[src/rtl/decode_issue_stage.sv]
// -----------------------------------------------------------------------------
// decode_issue_stage
//
// Decode/issue stage of the pipelined RV32 core. Decodes the instruction held
// in IF/ID, reads the register file (with write-through bypass from the
// writeback port), tracks in-flight destinations on a scoreboard, stalls on
// RAW/WAW hazards and registers the decoded instruction into ID/EX.
//
// Handshake (both sides): a transfer happens on a rising edge where valid and
// ready are both 1. in_ready is combinational and never depends on in_valid.
// While out_valid is 1 and out_ready is 0, every ex_* output holds.
//
// Ports
//   clk, rst                 clock, synchronous active-high reset
//   in_valid / in_ready      upstream handshake for instr_d / pc_d
//   instr_d, pc_d            instruction word and its address
//   flush                    kill ID/EX contents and block issue this cycle
//   wb_en, wb_rd, wb_data    writeback port from the final stage
//   out_valid / out_ready    downstream handshake for the ex_* bundle
//   ex_*                     registered decoded instruction and operands
//   busy_vec                 scoreboard, one bit per architectural register
// -----------------------------------------------------------------------------
module decode_issue_stage #(
    parameter int DATA_WIDTH = 32,
    parameter int REG_COUNT  = 32
) (
    input  logic                  clk,
    input  logic                  rst,
    input  logic                  in_valid,
    output logic                  in_ready,
    input  logic [31:0]           instr_d,
    input  logic [DATA_WIDTH-1:0] pc_d,
    input  logic                  flush,
    input  logic                  wb_en,
    input  logic [4:0]            wb_rd,
    input  logic [DATA_WIDTH-1:0] wb_data,
    output logic                  out_valid,
    input  logic                  out_ready,
    output logic [DATA_WIDTH-1:0] ex_pc,
    output logic [DATA_WIDTH-1:0] ex_rs1_data,
    output logic [DATA_WIDTH-1:0] ex_rs2_data,
    output logic [DATA_WIDTH-1:0] ex_imm,
    output logic [4:0]            ex_rd,
    output logic                  ex_rd_we,
    output logic [6:0]            ex_opcode,
    output logic [2:0]            ex_funct3,
    output logic                  ex_funct7_5,
    output logic                  ex_illegal,
    output logic [REG_COUNT-1:0]  busy_vec
);

    localparam int         IDX_W     = $clog2(REG_COUNT);
    localparam logic [5:0] REG_LIMIT = 6'(REG_COUNT);

    localparam logic [6:0] OPC_LUI    = 7'b0110111;
    localparam logic [6:0] OPC_AUIPC  = 7'b0010111;
    localparam logic [6:0] OPC_JAL    = 7'b1101111;
    localparam logic [6:0] OPC_JALR   = 7'b1100111;
    localparam logic [6:0] OPC_BRANCH = 7'b1100011;
    localparam logic [6:0] OPC_LOAD   = 7'b0000011;
    localparam logic [6:0] OPC_STORE  = 7'b0100011;
    localparam logic [6:0] OPC_OP_IMM = 7'b0010011;
    localparam logic [6:0] OPC_OP     = 7'b0110011;

    // ------------------------------------------------------------------ state
    logic [DATA_WIDTH-1:0] regs [REG_COUNT];
    logic [REG_COUNT-1:0]  busy_q;
    logic [REG_COUNT-1:0]  busy_d;

    // ----------------------------------------------------------------- decode
    logic [6:0]  opcode;
    logic [4:0]  rs1;
    logic [4:0]  rs2;
    logic [4:0]  rd;
    logic        legal_op;
    logic        writes_rd;
    logic        reads_rs1;
    logic        reads_rs2;
    logic [31:0] imm32;

    assign opcode = instr_d[6:0];
    assign rd     = instr_d[11:7];
    assign rs1    = instr_d[19:15];
    assign rs2    = instr_d[24:20];

    always_comb begin
        legal_op  = 1'b1;
        writes_rd = 1'b0;
        reads_rs1 = 1'b0;
        reads_rs2 = 1'b0;
        imm32     = '0;
        case (opcode)
            OPC_LUI, OPC_AUIPC: begin
                writes_rd = 1'b1;
                imm32     = {instr_d[31:12], 12'b0};
            end
            OPC_JAL: begin
                writes_rd = 1'b1;
                imm32     = {{12{instr_d[31]}}, instr_d[19:12], instr_d[20],
                             instr_d[30:21], 1'b0};
            end
            OPC_JALR, OPC_LOAD, OPC_OP_IMM: begin
                writes_rd = 1'b1;
                reads_rs1 = 1'b1;
                imm32     = {{20{instr_d[31]}}, instr_d[31:20]};
            end
            OPC_BRANCH: begin
                reads_rs1 = 1'b1;
                reads_rs2 = 1'b1;
                imm32     = {{20{instr_d[31]}}, instr_d[7], instr_d[30:25],
                             instr_d[11:8], 1'b0};
            end
            OPC_STORE: begin
                reads_rs1 = 1'b1;
                reads_rs2 = 1'b1;
                imm32     = {{20{instr_d[31]}}, instr_d[31:25], instr_d[11:7]};
            end
            OPC_OP: begin
                writes_rd = 1'b1;
                reads_rs1 = 1'b1;
                reads_rs2 = 1'b1;
            end
            default: legal_op = 1'b0;
        endcase
    end

    // Index range checks only matter for RV32E (REG_COUNT = 16).
    logic rs1_ok;
    logic rs2_ok;
    logic rd_ok;
    logic wb_ok;
    assign rs1_ok = {1'b0, rs1}   < REG_LIMIT;
    assign rs2_ok = {1'b0, rs2}   < REG_LIMIT;
    assign rd_ok  = {1'b0, rd}    < REG_LIMIT;
    assign wb_ok  = {1'b0, wb_rd} < REG_LIMIT;

    logic illegal;
    logic rd_we;
    logic uses_rs1;
    logic uses_rs2;
    assign illegal  = !legal_op
                    | (reads_rs1 & !rs1_ok)
                    | (reads_rs2 & !rs2_ok)
                    | (writes_rd & !rd_ok);
    // An illegal instruction still issues, but must never touch the scoreboard.
    assign rd_we    = writes_rd & (rd != 5'd0) & !illegal;
    assign uses_rs1 = reads_rs1 & !illegal;
    assign uses_rs2 = reads_rs2 & !illegal;

    // ---------------------------------------------------- register file read
    logic [DATA_WIDTH-1:0] rs1_data;
    logic [DATA_WIDTH-1:0] rs2_data;

    always_comb begin
        rs1_data = '0;
        rs2_data = '0;
        if (rs1 != 5'd0 && rs1_ok) begin
            rs1_data = (wb_en && wb_rd == rs1) ? wb_data : regs[rs1[IDX_W-1:0]];
        end
        if (rs2 != 5'd0 && rs2_ok) begin
            rs2_data = (wb_en && wb_rd == rs2) ? wb_data : regs[rs2[IDX_W-1:0]];
        end
    end

    // ------------------------------------------------------- hazard / issue
    // A writeback this cycle releases its register immediately; the bypass
    // above supplies the value, so dependents may issue in the same cycle.
    logic [REG_COUNT-1:0] wb_mask;
    logic [REG_COUNT-1:0] busy_eff;

    always_comb begin
        wb_mask = '0;
        if (wb_en && wb_ok) begin
            wb_mask[wb_rd[IDX_W-1:0]] = 1'b1;
        end
    end

    assign busy_eff = busy_q & ~wb_mask;

    logic hazard;
    logic fire;
    assign hazard = (uses_rs1 & rs1_ok & busy_eff[rs1[IDX_W-1:0]])
                  | (uses_rs2 & rs2_ok & busy_eff[rs2[IDX_W-1:0]])
                  | (rd_we    & rd_ok  & busy_eff[rd[IDX_W-1:0]]);

    assign in_ready = !rst & !flush & !hazard & (!out_valid | out_ready);
    assign fire     = in_valid & in_ready;

    // ----------------------------------------------------------- scoreboard
    always_comb begin
        busy_d = busy_q & ~wb_mask;
        // A flushed instruction will never write back, so release its rd.
        if (flush && out_valid && ex_rd_we) begin
            busy_d[ex_rd[IDX_W-1:0]] = 1'b0;
        end
        // Set after clears: an issue to the register being written back wins.
        if (fire && rd_we) begin
            busy_d[rd[IDX_W-1:0]] = 1'b1;
        end
        busy_d[0] = 1'b0;
    end

    always_ff @(posedge clk) begin
        if (rst) begin
            busy_q <= '0;
        end else begin
            busy_q <= busy_d;
        end
    end

    assign busy_vec = busy_q;

    // --------------------------------------------------- register file write
    always_ff @(posedge clk) begin
        if (rst) begin
            for (int i = 0; i < REG_COUNT; i++) begin
                regs[i] <= '0;
            end
        end else if (wb_en && wb_rd != 5'd0 && wb_ok) begin
            regs[wb_rd[IDX_W-1:0]] <= wb_data;
        end
    end

    // ----------------------------------------------------------- ID/EX stage
    always_ff @(posedge clk) begin
        if (rst) begin
            out_valid   <= 1'b0;
            ex_pc       <= '0;
            ex_rs1_data <= '0;
            ex_rs2_data <= '0;
            ex_imm      <= '0;
            ex_rd       <= '0;
            ex_rd_we    <= 1'b0;
            ex_opcode   <= '0;
            ex_funct3   <= '0;
            ex_funct7_5 <= 1'b0;
            ex_illegal  <= 1'b0;
        end else if (flush) begin
            out_valid <= 1'b0;
        end else if (fire) begin
            out_valid   <= 1'b1;
            ex_pc       <= pc_d;
            ex_rs1_data <= rs1_data;
            ex_rs2_data <= rs2_data;
            ex_imm      <= DATA_WIDTH'($signed(imm32));
            ex_rd       <= rd;
            ex_rd_we    <= rd_we;
            ex_opcode   <= opcode;
            ex_funct3   <= instr_d[14:12];
            ex_funct7_5 <= instr_d[30];
            ex_illegal  <= illegal;
        end else if (out_ready) begin
            out_valid <= 1'b0;
        end
    end

endmodule
[config.mk]
export PLATFORM = sky130hd
export DESIGN_NAME = decode_issue_stage
export DESIGN_NICKNAME = d
export VERILOG_FILES = /design/src/rtl/decode_issue_stage.sv
export SDC_FILE = /design/constraint.sdc
export NUM_CORES = 2
export LEC_CHECK = 0
export BUFFER_PORTS_ARGS = -buffer_cell sky130_fd_sc_hd__buf_2
export CAP_MARGIN = 40
export CORE_MARGIN = 2
export CORE_UTILIZATION = 40
export CTS_BUF_LIST = sky130_fd_sc_hd__clkbuf_4 sky130_fd_sc_hd__clkbuf_8
export DETAILED_ROUTE_END_ITERATION = 7
export PLACE_DENSITY_LB_ADDON = 0.25
export SYNTH_ARGS = -nofsm -noshare
export SYNTH_HDL_FRONTEND = slang
export SYNTH_SLANG_ARGS = --single-unit
[constraint.sdc]
create_clock -name clk -period 4.7 [get_ports clk]
set_clock_uncertainty 0.05 [all_clocks]
set_input_delay 0.235 -clock clk [delete_from_list [all_inputs] [get_ports clk]]
set_output_delay 0.235 -clock clk [all_outputs]
set_load 0.005 [all_outputs]
* Word-level counts from Yosys, hierarchy flattened
Memories as Yosys holds them, arrays and structs flattened. Index checks and enable logic that the tools add are counted.
Storage, ports and cells: bits in writable memories 1024, bits of input ports 107, memories 1, bits in registers 179, logic and storage cells 115, output and inout port bits 180
Cells by class: $lt $le $gt $ge 8, reductions and logical operators 28, equal/unequal tests 11, muxes and demuxes 34, bitwise operators 20
Memories:
- regs | depth 32, width 32, rd ports 2, clocked after Yosys merged registers in 0, wr ports 32, RTL line 66 | logic [DATA_WIDTH-1:0] regs [REG_COUNT];
Operator list (count):
- 32-bit two-way mux | 8
- 32-bit case mux with 5 select lines | 1
- 32-bit bitwise AND | 2
- 32-bit NOT | 2
- 32-bit OR | 1
- 32-bit OR reduction | 1
- 5-bit by 6-bit < comparator with 1-bit output (second input constant) | 5
- 7-bit by 6-bit equality test with 1-bit output (second input constant) | 3
- 7-bit equality test (second input constant) | 3
- 5-bit nonzero test | 4
- 1-bit two-way mux | 18
- 1-bit binary-select mux with 5-bit select | 3
- 1-bit demux with 5-bit select | 3
- 5-bit by 1-bit greater-or-equal comparator with 1-bit output (second input constant) | 3
- 7-bit by 5-bit equality test with 1-bit output (second input constant) | 2
- 1-bit bitwise AND | 11
- 5-bit equality test | 2
- 1-bit logical AND | 9
- 9-bit OR reduction | 1
- 7-bit by 2-bit equality test with 1-bit output (second input constant) | 1
- 7-bit OR reduction | 1
- 3-bit OR reduction | 2
- 6-bit OR reduction | 1
- 1-bit zero test | 5
- 6 further kinds | 9

* Depth between registers and ports, before layout
word-level depth 18, gate-level depth with buffers 13, gate-level depth less buffers 8

* Worst setup path after synthesis
OpenSTA, ideal clock, no wires.
path kind input port to flip-flop, start input instr_d[20], end register ex_rs2_data[10], slack 1.848 ns, library setup time 0.123 ns, arrival time 2.680 ns, required time 4.527 ns, stages 11, buffers on the path 5, cell sequence buf_2 -> buf_4 -> buf_6 -> clkbuf_1 -> buf_2 -> mux4_2 -> mux4_2 -> mux2i_1 -> nand2_1 -> o211ai_1 -> mux2i_1
On the way: longest elaborated chain between the ends 10, elaborated cells on any way between the ends 16, those cells by class 1 x eq/ne; 4 x mux; 6 x bitwise; 4 x reduce/logical; 1 x memory
Ends and longest elaborated chain:
- start: declaration | RTL line 31 | input logic [31:0] instr_d,
- 1-bit binary-select mux with 5-bit select | RTL line 183 | | (uses_rs2 & rs2_ok & busy_eff[rs2[IDX_W-1:0]])
- 1-bit two-way mux (implied by the code) | RTL line 183
- 1-bit bitwise AND | RTL line 183
- 1-bit OR | RTL line 183
- 1-bit OR | RTL line 184 | | (rd_we & rd_ok & busy_eff[rd[IDX_W-1:0]]);
- 1-bit zero test | RTL line 186 | assign in_ready = !rst & !flush & !hazard & (!out_valid | out_ready);
- 1-bit bitwise AND (2 in series) | RTL line 186
- 1-bit bitwise AND | RTL line 187 | assign fire = in_valid & in_ready;
- 2-bit AND reduction (no line)
- end signal: assignment | RTL line 244 | ex_rs2_data <= rs2_data;
- end: declaration | RTL line 41 | output logic [DATA_WIDTH-1:0] ex_rs2_data,
Several ways; a longest one is shown, not always the timed one. The select of a mux whose other input is x is not followed. A chain may end at the register's enable or synchronous reset.

* Worst setup path in the final report
start input wb_rd[1], end register ex_rd[4]
On the way: longest elaborated chain between the ends 17, elaborated cells on any way between the ends 24, those cells by class 2 x order compare; 9 x mux; 10 x bitwise; 3 x reduce/logical
Ends and longest elaborated chain:
- start: declaration | RTL line 35 | input logic [4:0] wb_rd,
- 5-bit by 6-bit < comparator with 1-bit output (implied by the code) / 5-bit by 1-bit greater-or-equal comparator with 1-bit output (equally long branches) | RTL line 174 | wb_mask[wb_rd[IDX_W-1:0]] = 1'b1;
- 1-bit logical AND (implied by the code) | RTL line 174
- 1-bit two-way mux (implied by the code) | RTL line 174
- 1-bit demux with 5-bit select * | RTL line 174
- 32-bit two-way mux * | RTL line 173 | if (wb_en && wb_ok) begin
- 32-bit NOT * | RTL line 178 | assign busy_eff = busy_q & ~wb_mask;
- 32-bit bitwise AND * | RTL line 178
- 1-bit binary-select mux with 5-bit select (on tied branches) | RTL line 182, 183
- 1-bit two-way mux (on tied branches) | RTL line 182, 183
- 1-bit bitwise AND (on tied branches) | RTL line 182, 183
- 1-bit OR | RTL line 183
- 1-bit OR * | RTL line 184
- 1-bit zero test * | RTL line 186
- 1-bit bitwise AND * (2 in series) | RTL line 186
- 1-bit bitwise AND * | RTL line 187
- 2-bit AND reduction (no line) *
- end signal: assignment | RTL line 246 | ex_rd <= rd;
- end: declaration | RTL line 43 | output logic [4:0] ex_rd,
Every way passes the cells marked *; elsewhere a longest branch is shown, timed or not. The select of a mux whose other input is x is not followed.

==> impl_results.md <==
- Outcome: completed
- Setup TNS: 0 ps
- P_leak: 26.2 nW
- Maxcap violations: 0
- H-tree depth: 4
- Vias in the first global route: 43400
- First-pass DRT Iterations: 6
- Vias/cell: 6.29
- Largest net degree at the start of global routing: 113
- Mean post-synth cell area: 14.2 sq um
- Routed via count: 44200
- Tmin final: 3890 ps
- Syn Inst Count: 4495
- Placed cell areas: 0.0680 sq mm
- Die W: 404 um
- Finished Cell Area: 0.0730 sq mm
- DR WL met2: 109000 um
- Dpl hpwl: 137000 um
- Fillers: 13900
- Cell row count: 146
- Metal1 wirelength: 90700 um
- Final setup viols: 0
- Ys async rst share: 0%
- P_int: 0.0184 W
- Seq/Total Area, Yosys: 53.6%
- Max layer used: met5
- Synth warn: 0
- Die area: 0.163 sq mm
- Num CTS Buffers: 195
- Sw Pwr: 0.00660 W
- Top Ports: 287
- IO Port Bufs: 285
- Commonest non-fill, non-tap cell in the layout: edfxtp_1
- Max clock buf depth: 3
- 1st-iter DRT viols: 6327
- Most frequent cells in the layout: edfxtp_1 (1024), and2_1 (993), mux4_2 (559), buf_2 (277), mux2i_1 (219)
- Comb pwr share: 13.1%
- Metal3 WL: 25700 um
- First-pass GRT wire length: 331000 um
- Slew margin rel.: 23.3%
- Yosys cell types: 81
- Post-CTS Setup Bufs: 0
- RSZ-0062 raised after global routing: no
- Max-slew violation count: 0
- Sequential power share: 49.7%
- CTS root buffer: clkbuf_8
- Switching share of power: 26.4%
- GRT Total Usage: 28.7%
- Worst Path Required: 5530 ps
- CP Capture Type: flip-flop
- Post-synth EDFFs: 1024
- Power per cell area: 342 mW/mm^2
- Initial core utilization: 40.3%
- Startpoint types: input pin
- WP data arrival: 4730 ps
- CP max stage delay: 590 ps
- Type of the most critical hold path: in -> reg
- Layout cell share with drive strength beyond 1: 28.9%
- Core Area: 0.159 sq mm
- Fin. Hold Viols: 0
- Mapped Area: 0.0640 sq mm
- Worst Path Max Fanout: 39
- Fin crit share: 82.9%
- Slowest stage cell on the critical path: or4_1
- Clock-pin slew on the worst setup and hold paths: 60 ps
- Maximum clock rate: 257 MHz
- Critical path class: in -> reg
- Tightest Pin Transition: 1150 ps
- Family with the most delay on the worst path: buffers and inverters
- Crit-path cells: dlygate4sd3_1, buf_2, buf_4, xor2_1, o31ai_1, o221ai_1, a22oi_1, or4_1, nand3_1, buf_4, o21ai_0, a21oi_1, dlygate4sd3_1
- Nets: 4904
- Worst vdd ir: 0.283 mV
- DRC viols: 0
- Die H: 404 um
- Synthesized flop and latch total: 1202
- CP Buf/Inv Count: 5
- Initial antenna violation count: 22
- Clock latency on the worst-skew pair: 950 ps
- Synth Flop Type: edfxtp_1
- Area growth syn-to-layout: 14.1%
- Total Power: 0.0250 W
- Antenna-violating nets left: 0
- Clk network pwr share: 37.2%
- Post-Route WL: 237000 um
- Drt wl/cell: 33.7 um
- TritonCTS clock tree: built
- CTS Sinks: 1202
- Routability cong.: 0.944
- Overflow after GRT: 0
[flip-flops by register name (all words and copies together) (netlist names)]
signal,flops
ex_pc,32
ex_rd_we,1
ex_opcode,7
regs,1024
ex_funct7_5,1
busy_vec,31
ex_illegal,1
ex_rd,5
ex_rs1_data,32
ex_imm,32
out_valid,1
ex_rs2_data,32
ex_funct3,3
[path summary, 6_finish.rpt]
check             cells past startpoint  slack [ps]               startpoint                endpoint
hold reg to reg                       2         420   ex_pc[14]$_SDFFE_PP0P_  ex_pc[14]$_SDFFE_PP0P_
hold / removal                        4          60                  pc_d[2]   ex_pc[2]$_SDFFE_PP0P_
setup / recovery                     13         810                 wb_rd[1]   ex_rd[4]$_SDFFE_PP0P_
setup reg to reg                     10         840  busy_vec[12]$_SDFF_PP0_   ex_rd[4]$_SDFFE_PP0P_
[cell type report]
cell class	count	area [sq um]	share of cell area, %
Antenna cell	10	25.0	0.0343
Multi-Input combinational cell	2825	27900	38.2
Timing Repair Buffer	560	4290	5.88
Tap cell	2072	2590	3.55
Clock buffer	282	3420	4.68
Inverter	13	53.8	0.0737
Sequential cell	1202	34300	47.0
Clock inverter	67	423	0.579
[worst min-delay path: stages]
cell,delay [ps]
dlygate4sd3_1,540
buf_2,120
nand3_1,50
a21oi_1,50
[cell usage after synthesis (all sizes together), types with 3 or more instances]
master	number	area share, %
a22oi	36	0.42
a21oi	130	1.0
a2111oi	3	0.043
or2	33	0.32
nand2	108	0.66
clkbuf	339	2.0
nand2b	76	0.74
a221oi	61	0.83
dfxtp	178	5.6
a21o	3	0.035
o41ai	26	0.57
nor3b	6	0.070
inv	13	0.076
a32oi	3	0.041
nor3	19	0.15
nor4	10	0.098
o211ai	64	0.75
o31ai	4	0.047
nand4b	5	0.11
and3	7	0.068
xor2	10	0.18
mux2i	219	3.4
buf	148	1.4
nand4bb	3	0.053
or3	5	0.049
nor2	47	0.28
o21ai	119	0.94
mux4	559	20
edfxtp	1024	48
and2	993	9.7
mux2	15	0.26
nand3	97	0.76
nand3b	4	0.047
a211oi	31	0.37
o2111ai	3	0.041
a211o	36	0.49
o311ai	7	0.096
nor2b	15	0.15
and3b	4	0.055
o22ai	3	0.029
[power groups by stage]
stage	clock, W	combinational, W	sequential [W]
finish	0.00929	0.00327	0.0124
detailed placement	0	0.00314	0.0126
CTS	0.00938	0.00323	0.0124
global placement	0	0.00311	0.0126
global route	0.00977	0.00338	0.0124
floorplan	0	0.00197	0.0125
[routing by layer]
metal / track usage (%) / vias to the layer above
met1: 38.2 / 22700
met5: 0 / -
met3: 6.07 / 588
li1: - / 17900
met4: 13.4 / 10
met2: 45.1 / 3008
[cells by family after synthesis]
kind of cell / share of synthesized area (%)
AO/OA/AOI/OAI: 5.96
XOR/XNOR: 0.205
buffers and inverters: 3.43
flip-flops: 53.6
multiplexers: 23.4
other: 0.00586
AND/OR/NAND/NOR: 13.5
[stage by stage]
step / hold slack (ps) / util (%) / setup slack, ps / instances
global placement: 409 / 42.7 / 874 / 6540
finish: 61.2 / 46.0 / 805 / 7031
global route: 29.7 / 46.0 / 675 / 7022
detailed placement: 414 / 42.8 / 841 / 6551
floorplan: 263 / - / 1850 / 4527
CTS: 0.167 / 46.0 / 926 / 7021
[repair_timing]
item / CTS / global route
hold buffers: 121 / 0
hold endpoints to repair: 1167 / 0
gates resized for setup: 0 / 0
Note: power is estimated with default switching activity, not from simulation.
